`src/rtl/soc_bus_pkg.sv`:
```
// Shared types and helpers for the bus isolation controller.
// The state encoding and the counter-width helper live here so the top
// level and any integrator wrappers agree on them.
package soc_bus_pkg;

    // Isolation controller states
    typedef enum logic [1:0] {
        OPEN     = 2'd0,
        DRAIN    = 2'd1,
        ISOLATED = 2'd2
    } isolate_state_e;

    // Address-channel indices used for per-channel vectors
    localparam int NUM_CH = 2;
    localparam int CH_WR  = 0;
    localparam int CH_RD  = 1;

    // Width needed to hold 0..max_txns inclusive
    function automatic int isolate_cnt_w(input int max_txns);
        return $clog2(max_txns + 1);
    endfunction

endpackage

```
`src/rtl/soc_bus_txn_counter.sv`:
```
// Saturating up/down counter of outstanding transactions.
// Increment saturates at MAX_CNT, decrement holds at zero, and a
// simultaneous increment and decrement leaves the count unchanged.
module soc_bus_txn_counter #(
    parameter int MAX_CNT = 4,
    parameter int CNT_W   = 3
) (
    input  logic             clk_i,
    input  logic             rst_i,
    input  logic             inc_i,
    input  logic             dec_i,
    output logic [CNT_W-1:0] cnt_o
);

    localparam logic [CNT_W-1:0] MAX_VAL = CNT_W'(MAX_CNT);

    logic [CNT_W-1:0] cnt_reg;
    logic [CNT_W-1:0] cnt_next;

    // Next count: saturate at the top, hold at zero
    always_comb begin
        cnt_next = cnt_reg;
        if (inc_i && !dec_i && (cnt_reg != MAX_VAL)) begin
            cnt_next = cnt_reg + 1'b1;
        end else if (dec_i && !inc_i && (cnt_reg != '0)) begin
            cnt_next = cnt_reg - 1'b1;
        end
    end

    // Count register
    always_ff @(posedge clk_i) begin
        if (rst_i) begin
            cnt_reg <= '0;
        end else begin
            cnt_reg <= cnt_next;
        end
    end

    assign cnt_o = cnt_reg;

endmodule

```
`src/rtl/soc_bus_isolate_ctrl.sv`:
```
// Bus port isolation controller.
// Passes AW/AR handshakes through while OPEN, tracks outstanding writes
// and reads, and on isolate_i drains the port (no new addresses, in-flight
// valids honoured) before reporting ISOLATED.
// Build option: define SOC_BUS_ISOLATE_ERR_EN to include the sticky
// counter-underflow detector on err_o; otherwise err_o is tied low.
module soc_bus_isolate_ctrl
    import soc_bus_pkg::*;
#(
    parameter int MAX_TXNS = 4,
    parameter int CNT_W    = isolate_cnt_w(MAX_TXNS)
) (
    input  logic             clk_i,
    input  logic             rst_i,
    input  logic             isolate_i,
    output logic             isolated_o,
    input  logic             slv_aw_valid_i,
    output logic             slv_aw_ready_o,
    input  logic             slv_ar_valid_i,
    output logic             slv_ar_ready_o,
    output logic             mst_aw_valid_o,
    input  logic             mst_aw_ready_i,
    output logic             mst_ar_valid_o,
    input  logic             mst_ar_ready_i,
    input  logic             b_valid_i,
    input  logic             b_ready_i,
    input  logic             r_valid_i,
    input  logic             r_ready_i,
    input  logic             r_last_i,
    output logic [CNT_W-1:0] wr_cnt_o,
    output logic [CNT_W-1:0] rd_cnt_o,
    output logic             err_o
);

    localparam logic [CNT_W-1:0] MAX_VAL = CNT_W'(MAX_TXNS);

    isolate_state_e    state_reg;
    isolate_state_e    state_next;
    logic              isolated_reg;

    // Per-channel vectors, index CH_WR = AW/B, CH_RD = AR/R
    logic [NUM_CH-1:0] slv_valid;
    logic [NUM_CH-1:0] mst_ready;
    logic [NUM_CH-1:0] resp_done;
    logic [NUM_CH-1:0] pass;
    logic [NUM_CH-1:0] mst_valid;
    logic [NUM_CH-1:0] addr_hs;
    logic [NUM_CH-1:0] full;
    logic [NUM_CH-1:0] stall_reg;
    logic [NUM_CH-1:0] stall_next;
    logic [CNT_W-1:0]  cnt [NUM_CH];
    logic              idle;

    assign slv_valid = {slv_ar_valid_i, slv_aw_valid_i};
    assign mst_ready = {mst_ar_ready_i, mst_aw_ready_i};
    // A write completes on a B handshake, a read on its last R beat
    assign resp_done = {r_valid_i & r_ready_i & r_last_i, b_valid_i & b_ready_i};

    generate
        for (genvar gi = 0; gi < NUM_CH; gi++) begin : g_ch
            assign full[gi]       = (cnt[gi] == MAX_VAL);
            // A stalled valid always goes through so it is never retracted
            assign pass[gi]       = stall_reg[gi] | ((state_reg == OPEN) & ~full[gi]);
            assign mst_valid[gi]  = slv_valid[gi] & pass[gi];
            assign addr_hs[gi]    = mst_valid[gi] & mst_ready[gi];
            assign stall_next[gi] = mst_valid[gi] & ~mst_ready[gi];

            soc_bus_txn_counter #(
                .MAX_CNT (MAX_TXNS),
                .CNT_W   (CNT_W)
            ) u_cnt (
                .clk_i (clk_i),
                .rst_i (rst_i),
                .inc_i (addr_hs[gi]),
                .dec_i (resp_done[gi]),
                .cnt_o (cnt[gi])
            );
        end
    endgenerate

    assign mst_aw_valid_o = mst_valid[CH_WR];
    assign mst_ar_valid_o = mst_valid[CH_RD];
    assign slv_aw_ready_o = mst_aw_ready_i & pass[CH_WR];
    assign slv_ar_ready_o = mst_ar_ready_i & pass[CH_RD];
    assign wr_cnt_o       = cnt[CH_WR];
    assign rd_cnt_o       = cnt[CH_RD];

    // Port is quiet once nothing is outstanding and no valid is pending
    assign idle = (cnt[CH_WR] == '0) && (cnt[CH_RD] == '0) && (stall_reg == '0);

    // Stall flags track a downstream valid waiting for ready
    always_ff @(posedge clk_i) begin
        if (rst_i) begin
            stall_reg <= '0;
        end else begin
            stall_reg <= stall_next;
        end
    end

    // Next-state logic; dropping isolate_i aborts a drain immediately
    always_comb begin
        state_next = state_reg;
        case (state_reg)
            OPEN: begin
                if (isolate_i) begin
                    state_next = DRAIN;
                end
            end
            DRAIN: begin
                if (!isolate_i) begin
                    state_next = OPEN;
                end else if (idle) begin
                    state_next = ISOLATED;
                end
            end
            ISOLATED: begin
                if (!isolate_i) begin
                    state_next = OPEN;
                end
            end
            default: begin
                state_next = OPEN;
            end
        endcase
    end

    // State register and registered isolation status
    always_ff @(posedge clk_i) begin
        if (rst_i) begin
            state_reg    <= OPEN;
            isolated_reg <= 1'b0;
        end else begin
            state_reg    <= state_next;
            isolated_reg <= (state_next == ISOLATED);
        end
    end

    assign isolated_o = isolated_reg;

`ifdef SOC_BUS_ISOLATE_ERR_EN
    logic underflow;
    logic err_reg;

    // A completion with nothing outstanding (and no matching issue) is an underflow
    assign underflow = (resp_done[CH_WR] & ~addr_hs[CH_WR] & (cnt[CH_WR] == '0)) |
                       (resp_done[CH_RD] & ~addr_hs[CH_RD] & (cnt[CH_RD] == '0));

    // Sticky underflow flag, cleared only by reset
    always_ff @(posedge clk_i) begin
        if (rst_i) begin
            err_reg <= 1'b0;
        end else begin
            err_reg <= err_reg | underflow;
        end
    end

    assign err_o = err_reg;
`else
    assign err_o = 1'b0;
`endif

endmodule

```
`config.mk`:
```
export PLATFORM = sky130hd
export DESIGN_NAME = soc_bus_isolate_ctrl
export DESIGN_NICKNAME = d
export VERILOG_FILES = /design/src/rtl/soc_bus_pkg.sv /design/src/rtl/soc_bus_txn_counter.sv /design/src/rtl/soc_bus_isolate_ctrl.sv
export SDC_FILE = /design/constraint.sdc
export NUM_CORES = 1
export LEC_CHECK = 0
export CAP_MARGIN = 20
export CORE_MARGIN = 2
export CORE_UTILIZATION = 30
export DETAILED_ROUTE_END_ITERATION = 6
export MAX_ROUTING_LAYER = met4
export PLACE_DENSITY = 0.63
export SYNTH_ARGS = -nofsm -noshare
export SYNTH_HDL_FRONTEND = slang
export SYNTH_HIERARCHICAL = 1
export SYNTH_SLANG_ARGS = --single-unit
```
`constraint.sdc`:
```
create_clock -name clk_i -period 2.6 [get_ports clk_i]
set_clock_uncertainty 0.1 [all_clocks]
set_input_delay 0.52 -clock clk_i [delete_from_list [all_inputs] [get_ports clk_i]]
set_output_delay 0.52 -clock clk_i [all_outputs]
set_load 0.05 [all_outputs]
```
==> impl_metrics.sql, run 1 <==
INSERT INTO impl_metrics (metric_group, metric, value, unit) VALUES
('status', 'outcome', 'finished, final reports clean', ''),
('critical_path', 'critPathCaptureType', 'register', ''),
('power', 'power.density_cell_area', '560', 'nW/um^2'),
('die', 'floorplan.initialDensity', '31.8', '%'),
('global_routing', 'first_global_vias', '665', ''),
('sta', 'hold_ws', '387', 'ps'),
('sta', 'max_freq', '412', 'MHz'),
('flow_run', 'max-cap-violations', '0', ''),
('placed_design', 'io_buffer_count', '22', ''),
('power', 'report.power.total', '0.622', 'mW'),
('clock_network', 'cts.clk_slew.worst_paths', '70', 'ps'),
('clock_network', 'cts_tree', 'yes', ''),
('global_routing', 'grt_pass1_wl', '2.70', 'mm'),
('detailed_routing', 'route.detailed.wl_per_inst', '10.6', 'um'),
('critical_path', 'critical_path_class', 'input port to register', ''),
('die', 'chipWidth', '52.7', 'um'),
('power', 'cell_leakage_power', '0.426', 'nW'),
('global_routing', 'grt_antenna_before_repair', '0', ''),
('yosys', 'synth_fp_nets', '92', ''),
('critical_path', 'crit_slowest_cell', 'clkdlybuf4s50_1', ''),
('global_routing', 'grt_start_max_net_pins', '12', ''),
('yosys', 'yosysUniqueCellTypes', '30', ''),
('critical_path', 'worst-path-stages', '9', ''),
('layout', 'layout-area-overhead-vs-synth', '56.3', '%'),
('critical_path', 'worstPathRequired', '2670', 'ps'),
('sta', 'report.final.hold_viol_count', '0', ''),
('layout', 'post_route_cells_drive_above_1_share', '29.2', '%'),
('layout', 'nNetsFinal', '128', ''),
('sta', 'postLayoutSetupSlackWorst', '175', 'ps'),
('sta', 'setup_tns', '0', 'ps'),
('sta', 'period_minus_slack', '2420', 'ps'),
('detailed_routing', 'ant_nets', '0', ''),
('yosys', 'synthArstFlopShare', '0', '%'),
('critical_path', 'worst-r2r-setup-slack', '270', 'ps'),
('detailed_routing', 'vias', '662', ''),
('placed_design', 'dpl_cell_area', '1080', 'um^2'),
('yosys', 'post_synth_inst_count', '78', ''),
('critical_path', 'crit_path_max_incr_delay', '480', 'ps'),
('sta', 'timing_worst_slew_pin_value', '497', 'ps'),
('critical_path', 'worst-r2r-cell-count', '9', ''),
('critical_path', 'critical_path_arrival', '2490', 'ps'),
('sta', 'rsz_0062_raised_after_global_routing', 'no', ''),
('clock_network', 'cts_inserted_buffers', '3', ''),
('yosys', 'sequential_share_of_the_synthesized_area', '31.0', '%'),
('power', 'max-vdd-ir-drop', '0.308', 'mV'),
('detailed_routing', 'routed_via_density', '4.70', ''),
('placed_design', 'routabilityCongestion', '0.744', ''),
('critical_path', 'crit-reg2reg-capture', 'g_ch[0].u_cnt/cnt_o[2]$_SDFFE_PP0P_', ''),
('global_routing', 'grt_overflow_total', '0', ''),
('yosys', 'synth.ff_latch_count', '11', ''),
('layout', 'n_antenna_cell', '0', ''),
('detailed_routing', 'first_iteration_detailed_routing_drc_count', '4', ''),
('yosys', 'post_synth_edffs', '0', ''),
('clock_network', 'post_cts_buffers', '0', ''),
('placed_design', 'place_worst_setup_slack', '-167', 'ps'),
('clock_network', 'clk_latency', '270', 'ps'),
('yosys', 'synth_area_leaders', 'dfxtp_1 (31%), nor2b_1 (6.2%), fa_1 (5.6%), xnor2_1 (4.9%), a2111oi_2 (4.2%)', ''),
('detailed_routing', 'drtPass1Iterations', '4', ''),
('global_routing', 'grt_util_all_layers', '13.6', '%'),
('sta', 'final.period_utilization', '93.3', '%'),
('yosys', 'synth.cell_area', '711', 'um^2'),
('critical_path', 'start_kind', 'input port', ''),
('sta', 'setup-violations-final', '0', ''),
('sta', 'slew-limit-headroom', '66.8', '%'),
('die', 'chipHeight', '52.7', 'um'),
('yosys', 'synth_area_leader_cell', 'dfxtp_1', ''),
('yosys', 'syn-mean-instance-area', '9.11', 'um^2'),
('clock_network', 'max-clock-path-buffers', '2', ''),
('yosys', 'yosys_warnings', '6', ''),
('clock_network', 'h_tree_depth', '1', ''),
('yosys', 'synth_top_cell_area_share', '31.0', '%');
-- where the power goes --
| group | internal, mW | total (mW) | switching [mW] |
|---|---|---|---|
| sequential | 0.189 | 0.214 | 0.0251 |
| combinational | 0.135 | 0.295 | 0.161 |
| clock | 0.0570 | 0.112 | 0.0555 |
| total | 0.380 | 0.622 | 0.241 |
-- kinds of logic after synthesis --
family / after synthesis / synth area share, %
AND/OR/NAND/NOR: 43 / 41.0
AO/OA/AOI/OAI: 14 / 14.8
buffers and inverters: 3 / 2.11
other: 1 / 0.528
XOR/XNOR: 4 / 4.93
flip-flops: 11 / 31.0
adder cells (fa/ha/maj): 2 / 5.63
-- metrics by stage --
step	cells	utilization (%)
floorplan	78	-
global placement	137	48.4
detailed placement	137	48.4
CTS	141	49.6
global route	141	49.7
finish	141	49.7
-- worst min path at each step --
stage	cells past startpoint	to	start	slack, ps
after floorplan	1	state_reg[0]$_SDFF_PP0_	state_reg[1]$_SDFF_PP0_	340
after global placement	1	state_reg[0]$_SDFF_PP0_	state_reg[1]$_SDFF_PP0_	360
after detailed placement	1	state_reg[0]$_SDFF_PP0_	state_reg[1]$_SDFF_PP0_	380
after CTS	1	state_reg[0]$_SDFF_PP0_	state_reg[1]$_SDFF_PP0_	390
after global routing	1	state_reg[0]$_SDFF_PP0_	state_reg[1]$_SDFF_PP0_	420
final	1	state_reg[0]$_SDFF_PP0_	state_reg[1]$_SDFF_PP0_	390
-- routing by layer --
layer | routed length (um) | vias to the layer above | global-route usage (%)
li1 | - | 351 | -
met1 | 650 | 289 | 16.1
met2 | 734 | 18 | 22.1
met3 | 79 | 4 | 3.43
met4 | 27 | 0 | 5.13
met5 | 0 | - | -
-- cell usage in the layout (no fill, tap or decap), drive strengths merged, types with 3 or more instances in the layout --
| master | netlist | final |
|---|---|---|
| clkbuf | 0 | 3 |
| a21oi | 4 | 4 |
| dfxtp | 11 | 11 |
| nor2 | 5 | 5 |
| nor2b | 7 | 7 |
| buf | 1 | 14 |
| o21ai | 4 | 4 |
| nor3 | 4 | 4 |
| and3 | 4 | 4 |
| xnor2 | 4 | 4 |
| clkdlybuf4s50 | 0 | 18 |
-- layout make-up --
type | instances | area [um^2]
clock inverters | 1 | 5.00
well taps | 28 | 35.0
clock buffers | 3 | 22.5
repair buffers | 32 | 335
flip-flops and latches | 11 | 228
fillers | 238 | 1120
inverters | 2 | 7.51
multi-input cells | 64 | 478
-- worst reg2reg max path, stage by stage, from the launching register on --
cell	delay, ps
dfxtp_1	340
nor2_1	210
a21oi_2	120
nor2_1	150
and2b_1	130
o21ai_0	90
fa_1	410
and3b_1	210
and3_4	180
a2111oi_2	310
-- repair_timing --
item / in CTS / in global routing
resized for setup: 0 / 1
hold buffers: 0 / 0
endpoints found under the hold margin: 0 / 0
endpoints found under the setup margin: 0 / 1
Note: power is estimated with default switching activity, not from simulation.
==> run 2: changes to the inputs <==
- CAP_MARGIN: 20 -> not set
==> results of run 2 <==
Final layout, timing and power as in run 1 (identical DEF).
